**src/rtl/pwm_scheduler_if.sv**
```systemverilog
// Configuration and status bundle between the SPI register file and the PWM scheduler.
interface pwm_scheduler_if;
  logic [15:0] i_en_out;
  logic [15:0] i_en_pwm;
  logic [7:0]  i_duty;
  logic        i_cfg_stb;
  logic [15:0] o_out;
  logic        o_period_start;
  logic        o_pending;
  logic        o_running;

  // Register-file side: writes configuration, observes status.
  modport master (
    output i_en_out, i_en_pwm, i_duty, i_cfg_stb,
    input  o_out, o_period_start, o_pending, o_running
  );

  // Scheduler side.
  modport slave (
    input  i_en_out, i_en_pwm, i_duty, i_cfg_stb,
    output o_out, o_period_start, o_pending, o_running
  );
endinterface

```
**src/rtl/pwm_scheduler.sv**
```systemverilog
// 16-channel PWM scheduler: prescaled 8-bit period counter with double-buffered
// configuration that only changes at period boundaries, keeping outputs glitch-free.
module pwm_scheduler #(
  parameter int unsigned CLK_DIV = 3000,
  parameter int unsigned DIV_W   = 12
) (
  input  logic            i_clk,
  input  logic            i_rst_n,
  pwm_scheduler_if.slave  bus
);

  localparam int unsigned CH_N  = 16;
  localparam int unsigned CNT_W = 8;

  localparam logic [DIV_W-1:0] PRESC_LAST = DIV_W'(CLK_DIV - 1);
  localparam logic [CNT_W-1:0] CNT_LAST   = '1;
  localparam logic [CNT_W-1:0] DUTY_FULL  = '1;

  typedef enum logic {
    IDLE = 1'b0,
    RUN  = 1'b1
  } state_t;

  state_t           state_q, state_d;
  logic [DIV_W-1:0] presc_q, presc_d;
  logic [CNT_W-1:0] cnt_q, cnt_d;
  logic [CH_N-1:0]  act_en_out_q, act_en_out_d;
  logic [CH_N-1:0]  act_en_pwm_q, act_en_pwm_d;
  logic [CNT_W-1:0] act_duty_q, act_duty_d;
  logic             pending_q, pending_d;
  logic [CH_N-1:0]  out_q, out_d;
  logic             period_start_q;

  logic tick;
  logic boundary;
  logic pwm_hi;

  // Prescaler tick and end-of-period detection (only meaningful while running).
  always_comb begin
    tick     = (state_q == RUN) && (presc_q == PRESC_LAST);
    boundary = tick && (cnt_q == CNT_LAST);
  end

  // Next-state logic: counters, shadow loads and pending-update tracking.
  always_comb begin
    state_d      = state_q;
    presc_d      = presc_q;
    cnt_d        = cnt_q;
    act_en_out_d = act_en_out_q;
    act_en_pwm_d = act_en_pwm_q;
    act_duty_d   = act_duty_q;
    pending_d    = pending_q;

    case (state_q)
      IDLE: begin
        presc_d   = '0;
        cnt_d     = '0;
        pending_d = 1'b0;
        if (bus.i_cfg_stb) begin
          act_en_out_d = bus.i_en_out;
          act_en_pwm_d = bus.i_en_pwm;
          act_duty_d   = bus.i_duty;
          if (bus.i_en_out != '0) begin
            state_d = RUN;
          end
        end
      end

      RUN: begin
        presc_d = tick ? '0 : presc_q + DIV_W'(1);
        if (tick) begin
          cnt_d = cnt_q + CNT_W'(1);
        end
        if (bus.i_cfg_stb) begin
          pending_d = 1'b1;
        end
        // A strobe on the boundary itself is applied immediately, never left pending.
        if (boundary && (pending_q || bus.i_cfg_stb)) begin
          act_en_out_d = bus.i_en_out;
          act_en_pwm_d = bus.i_en_pwm;
          act_duty_d   = bus.i_duty;
          pending_d    = 1'b0;
          if (bus.i_en_out == '0) begin
            state_d = IDLE;
            presc_d = '0;
            cnt_d   = '0;
          end
        end
      end

      default: begin
        state_d = IDLE;
      end
    endcase
  end

  // Channel outputs from the active shadow and the current count.
  always_comb begin
    pwm_hi = (act_duty_q == DUTY_FULL) || (cnt_q < act_duty_q);
    out_d  = act_en_out_q & (~act_en_pwm_q | {CH_N{pwm_hi}});
  end

  // State, shadows and registered outputs.
  always_ff @(posedge i_clk or negedge i_rst_n) begin
    if (!i_rst_n) begin
      state_q        <= IDLE;
      presc_q        <= '0;
      cnt_q          <= '0;
      act_en_out_q   <= '0;
      act_en_pwm_q   <= '0;
      act_duty_q     <= '0;
      pending_q      <= 1'b0;
      out_q          <= '0;
      period_start_q <= 1'b0;
    end else begin
      state_q        <= state_d;
      presc_q        <= presc_d;
      cnt_q          <= cnt_d;
      act_en_out_q   <= act_en_out_d;
      act_en_pwm_q   <= act_en_pwm_d;
      act_duty_q     <= act_duty_d;
      pending_q      <= pending_d;
      out_q          <= out_d;
      period_start_q <= boundary;
    end
  end

  // Status outputs are flop outputs driven straight to the bus.
  assign bus.o_out          = out_q;
  assign bus.o_period_start = period_start_q;
  assign bus.o_pending      = pending_q;
  assign bus.o_running      = (state_q == RUN);

endmodule

```
**src/flat_wrapper.sv**
```systemverilog
// flat-port wrapper written by rule: the top's interface ports become plain ports
module pwm_scheduler_flat 
#(
  parameter int unsigned CLK_DIV = 3000,
  parameter int unsigned DIV_W   = 12
)
  (i_clk, i_rst_n, bus_i_en_out, bus_i_en_pwm, bus_i_duty, bus_i_cfg_stb, bus_o_out, bus_o_period_start, bus_o_pending, bus_o_running);
  pwm_scheduler_if bus_i ();
  input  logic i_clk;
  input  logic i_rst_n;
  input wire logic [$bits(bus_i.i_en_out)-1:0] bus_i_en_out;
  input wire logic [$bits(bus_i.i_en_pwm)-1:0] bus_i_en_pwm;
  input wire logic [$bits(bus_i.i_duty)-1:0] bus_i_duty;
  input wire logic [$bits(bus_i.i_cfg_stb)-1:0] bus_i_cfg_stb;
  output wire logic [$bits(bus_i.o_out)-1:0] bus_o_out;
  output wire logic [$bits(bus_i.o_period_start)-1:0] bus_o_period_start;
  output wire logic [$bits(bus_i.o_pending)-1:0] bus_o_pending;
  output wire logic [$bits(bus_i.o_running)-1:0] bus_o_running;
  assign bus_i.i_en_out = bus_i_en_out;
  assign bus_i.i_en_pwm = bus_i_en_pwm;
  assign bus_i.i_duty = bus_i_duty;
  assign bus_i.i_cfg_stb = bus_i_cfg_stb;
  assign bus_o_out = bus_i.o_out;
  assign bus_o_period_start = bus_i.o_period_start;
  assign bus_o_pending = bus_i.o_pending;
  assign bus_o_running = bus_i.o_running;
  pwm_scheduler #(.CLK_DIV(CLK_DIV), .DIV_W(DIV_W)) u_core (.i_clk(i_clk), .i_rst_n(i_rst_n), .bus(bus_i));
endmodule
```
**config.mk**
```make
export PLATFORM = sky130hd
export DESIGN_NAME = pwm_scheduler_flat
export DESIGN_NICKNAME = d
export VERILOG_FILES = /design/src/rtl/pwm_scheduler_if.sv /design/src/rtl/pwm_scheduler.sv /design/src/flat_wrapper.sv
export SDC_FILE = /design/constraint.sdc
export NUM_CORES = 1
export LEC_CHECK = 0
export BUFFER_PORTS_ARGS = -buffer_cell sky130_fd_sc_hd__buf_2
export CAP_MARGIN = 20
export CORE_UTILIZATION = 40
export CTS_BUF_LIST = sky130_fd_sc_hd__clkbuf_16
export DETAILED_ROUTE_END_ITERATION = 8
export PLACE_DENSITY_LB_ADDON = 0.15
export SLEW_MARGIN = 10
export SYNTH_ARGS = -nofsm -noshare
export SYNTH_HDL_FRONTEND = slang
export SYNTH_SLANG_ARGS = --single-unit
```
**constraint.sdc**
```tcl
create_clock -name i_clk -period 6 [get_ports i_clk]
set_clock_uncertainty 0.05 [all_clocks]
set_input_delay 0.6 -clock i_clk [delete_from_list [all_inputs] [get_ports i_clk]]
set_output_delay 0.6 -clock i_clk [all_outputs]
set_load 0.02 [all_outputs]
```
### Word level (Yosys, flattened, before mapping)

Index checks and enable logic that the tools add are counted.

| cells by class | value |
|---|---|
| equality and inequality tests | 6 |
| reductions and logical operators | 8 |
| multiplexer cells | 25 |
| bitwise gates (word level) | 4 |
| magnitude comparators | 1 |
| add/subtract/negate cells | 2 |

Operators by type and width:

| kind | number |
|---|---|
| $mux 16 | 4 |
| $pmux 16 s2 | 2 |
| $mux 8 | 5 |
| $mux 12 | 3 |
| $pmux 8 s2 | 2 |
| $pmux 12 s2 | 1 |
| $and 16x16->16 | 1 |
| $eq 8x8->1 const B | 2 |
| $logic_not 16->1 | 1 |
| $not 16->16 | 1 |
| $or 16x16->16 | 1 |
| $reduce_bool 16->1 | 1 |
| $add 12x1->12 const B | 1 |
| $eq 12x12->1 const B | 1 |
| $add 8x1->8 const B | 1 |
| $lt 8x8->1 | 1 |
| $mux 1 | 6 |
| $ne 2x2->1 const B | 2 |
| $pmux 1 s2 | 2 |
| $logic_and 1x1->1 | 3 |
| $ne 3x3->1 const B | 1 |
| $logic_or 1x1->1 | 2 |
| $reduce_and 2->1 | 1 |
| $not 1->1 | 1 |

| storage, ports and cells | value |
|---|---|
| input bits | 43 |
| logic and storage cells | 55 |
| output and inout bits | 19 |
| flip-flop bits (word level) | 79 |

### Longest topological paths before layout

| depth | value |
|---|---|
| depth after elaboration | 6 |
| depth in mapped cells | 8 |
| mapped depth without buffers | 7 |

### Worst setup path after synthesis

No wires, ideal clock.

| timing path | value |
|---|---|
| path type | reg2reg |
| start point | register u_core.state_q, in the netlist u_core.bus.o_running |
| end point | register u_core.act_duty_q[0] |
| data required time | 5825 ps |
| buffers on the path | 2 |
| path slack | 3915 ps |
| library setup time | 125 ps |
| period minus slack after synthesis | 2085 ps |
| stages on the path, launching flop included | 8 |
| data arrival time | 1910 ps |
| cells stage by stage | dfrtp_1 -> buf_4 -> nand4_1 -> nor4_4 -> a31oi_1 -> a21o_4 -> buf_12 -> mux2_4 |

| on the way | value |
|---|---|
| word-level cells in the longest chain between the ends | 5 |

RTL lines:

| element | line | text |
|---|---|---|
| start, declared | pwm_scheduler.sv:24 | `state_t state_q, state_d;` |
| start signal, assigned | pwm_scheduler.sv:116 | `state_q <= state_d;` |
| $logic_and 1x1->1 | pwm_scheduler.sv:40 | `tick = (state_q == RUN) && (presc_q == PRESC_LAST);` |
| $logic_and 1x1->1 | pwm_scheduler.sv:41 | `boundary = tick && (cnt_q == CNT_LAST);` |
| $logic_and 1x1->1 | pwm_scheduler.sv:78 | `if (boundary && (pending_q \|\| bus.i_cfg_stb)) begin` |
| $ne 2x2->1 (no source line) | - |  |
| $reduce_and 2->1 (no source line) | - |  |
| end signal, assigned | pwm_scheduler.sv:121 | `act_duty_q <= act_duty_d;` |
| end, declared | pwm_scheduler.sv:29 | `logic [CNT_W-1:0] act_duty_q, act_duty_d;` |

Parallel ways exist; a longest one is shown, timed or not.
A chain may end at the register's enable or synchronous reset.

### Worst setup path after layout

| timing path | value |
|---|---|
| start point | register u_core.presc_q[0] |
| end point | register u_core.act_en_out_q[15] |

| on the way | value |
|---|---|
| word-level cells in the longest chain between the ends | 6 |

RTL lines:

| element | line | text |
|---|---|---|
| start, declared | pwm_scheduler.sv:25 | `logic [DIV_W-1:0] presc_q, presc_d;` |
| start signal, assigned | pwm_scheduler.sv:117 | `presc_q <= presc_d;` |
| $eq 12x12->1 | pwm_scheduler.sv:40 |  |
| $logic_and 1x1->1 | pwm_scheduler.sv:40 |  |
| $logic_and 1x1->1 | pwm_scheduler.sv:41 |  |
| $logic_and 1x1->1 | pwm_scheduler.sv:78 |  |
| $ne 2x2->1 (no source line) | - |  |
| $reduce_and 2->1 (no source line) | - |  |
| end signal, assigned | pwm_scheduler.sv:119 | `act_en_out_q <= act_en_out_d;` |
| end, declared | pwm_scheduler.sv:27 | `logic [CH_N-1:0] act_en_out_q, act_en_out_d;` |

Every way passes these cells.

==> flow_summary.toml <==
[die]
ios = 62
fp.dieArea_sq_um = 9480
fp.coreArea_sq_um = 8760
rows = 34
start_util = 0.415
die_w_um = 97.4
die_h_um = 97.4

[detailed_routing]
via_count = 2201
route.detailed.drc = 0
via_per_inst = 4.85
drt_iter0_markers = 58
wire_per_inst_um = 14.7
ant_nets = 0
routed_wirelength_mm = 6.66
first_pass_iters = 4

[finish]
n_antenna_cell = 0
syn_to_final_growth_pct = 18.6
final_core_util = 0.492
finalNonFillerCells = 454
drive_gt1_frac = 0.370
nets = 393
stdcell_area_sq_um = 4310

[clock_tree]
post_cts_resized = 0
root_buffer = "clkbuf_16"
numCtsBuffers = 9
cts_tree = "built"
cts.sinks = 79
insertion_delay_ns = 0.33
post-cts-setup-buffers = 0
cts_hold_buf = 0
clkTransAtPathRegs_ns = 0.06
clockBufferDepth = 2
ctsHtreeMaxLevel = 3

[timing]
fin_crit_ns = 2.40
tightest_slew_ns = 0.729
timing.fmax_mhz = 416
relSlewSlack = 0.514
min_period_over_period = 0.401
hold_viol_final = 0
finalSetupViolations = 0
hold-worst-slack_ns = 0.0648
fin_tns_setup_ns = 0
slew_violations = 0
rsz0062_at_grt = "no"

[worst_hold_path]
hp-class = "in -> async"

[global_routing]
grt_antenna_before_repair = 0
grt_pass1_wl_mm = 11.4
grt_max_degree = 80
grt.total_usage = 0.155
grt_pass1_vias = 2233
grt_overflow_total = 0

[pwr]
cellLeakagePower_uw = 0.00229
power.density_nw_per_um2 = 310
ir_worst_vdd_uv = 124

[placement]
dpl.cell_count = 437
dpl-instance-area_sq_um = 3990
dpl.hpwl_mm = 4.51
io_buffers = 61
gp_congestion = 0.760

[worst_setup_path]
startpoint_type = "register"
cp-end-kind = "register"
crit_required_ns = 6.17
critPathKind = "reg -> reg"
worstPathMaxFanout = 40
cp.arrival_ns = 2.57
reg2reg_from = "u_core.presc_q[0]"
cp-startpoint = "u_core.presc_q[0]"

[flow_run]
cap_violations = 0

[synth]
synth_cell_types = 37
syn_avg_cell_area_sq_um = 13.2
synth-seq-cells = 79
synth_nets = 328
synth_top_area_share = 0.544
synth_area_leaders = "dfrtp_1 54%, mux2_4 17%, ha_1 3.1%"
ys_seq_area_frac = 0.544
synth.cell_area_sq_um = 3640
synth_largest_area_cell = "dfrtp_1"
ys.warnings.count = 0
synth_cells = 276

[status]
outcome = "completed"
==> cell usage after synthesis (all sizes together) <==
master and number:
nor3 1, mux2 40, o21ai 4, a211oi 1, a21oi 1, clkbuf 4, dfrtp 79, xnor2 6
and4 1, nand4 6, a21o 4, mux2i 1, nor4 5, nand3b 1, nand2b 2, and2 2
nor2 25, nand2 8, ha 9, xor2 11, nand4bb 1, a31oi 17, and3 8, or4 1
buf 5, o31ai 1, nand3 6, inv 25, and3b 1
==> where the power goes <==
part,internal (uW),switching (uW),leakage [uW]
logic,87.0,78.1,0.00115
clock network,323,217,0.000144
registers,589,44.1,0.000999
total,999,339,0.00229
==> registers in the layout, indices dropped and copies added (netlist names) <==
| name | count |
|---|---|
| u_core.cnt_q | 8 |
| u_core.bus.o_period_start | 1 |
| u_core.bus.o_pending | 1 |
| u_core.act_duty_q | 8 |
| u_core.bus.o_out | 16 |
| u_core.act_en_out_q | 16 |
| u_core.bus.o_running | 1 |
| u_core.presc_q | 12 |
| u_core.act_en_pwm_q | 16 |
==> worst paths after layout <==
path / endpoint / slack (ns) / cells past startpoint
min in group i_clk: u_core.bus.o_out[8] / 0.40 / 1
max in group asynchronous: u_core.act_duty_q[6] / 5.26 / 2
min: u_core.bus.o_out[7] / 0.06 / 1
max reg2reg: u_core.act_en_out_q[15] / 3.60 / 6
min reg2reg: u_core.bus.o_out[8] / 0.40 / 1
max: u_core.act_en_out_q[15] / 3.60 / 6
==> cell families (layout without fill, tap and decap cells) <==
logic type	Yosys count	count (layout)	share of synthesized area
adder cells (fa/ha/maj)	9	9	0.0310
AND/OR/NAND/NOR	68	68	0.112
buffers and inverters	34	104	0.0540
XOR/XNOR	17	17	0.0409
AO/OA/AOI/OAI	28	28	0.0506
multiplexers	41	41	0.168
flip-flops	79	79	0.544
==> critical path, cell delays in order, from the launching register on <==
cell	delay (ns)
dfrtp_1	0.39
ha_1	0.27
nand4_2	0.20
nor3_4	0.37
nand3_2	0.13
a21o_4	0.46
mux2_4	0.39
==> cells in the final DEF, fill, tap and decap left out, types with 2 or more instances in the layout <==
cell type	instances
o21ai_0	2
a31oi_1	17
buf_2	60
nor2_1	25
o21ai_1	2
ha_1	9
a21o_1	3
clkbuf_16	9
and3_1	7
nand2_1	8
xnor2_1	6
xor2_1	11
inv_1	26
nand2b_1	2
nor4_1	4
buf_4	2
nand4_1	5
inv_6	2
nand3_1	5
mux2_4	40
dfrtp_1	79
clkinvlp_4	2
==> stage by stage <==
step	worst slack (ns)	power, uW
floorplan	3.92	745
global placement	3.58	804
detailed placement	3.57	807
CTS	3.55	1350
global route	3.40	1400
finish	3.60	1340
==> routing by layer <==
metal	wire length, um	up-vias	global-route usage
li1	-	1083	-
met1	3290	1067	0.222
met2	3000	39	0.224
met3	225	12	0.0317
met4	143	0	0.0781
met5	0	-	0
==> area by class of cell <==
| cell class | count | area, sq um |
|---|---|---|
| Clock buffer | 9 | 225 |
| Inverter | 25 | 93.8 |
| Timing Repair Buffer | 63 | 343 |
| Sequential cell | 79 | 1980 |
| Fill cell | 798 | 4450 |
| Multi-Input combinational cell | 163 | 1470 |
| Clock inverter | 7 | 71.3 |
| Tap cell | 108 | 135 |
Power figures use the tool's default switching activity.
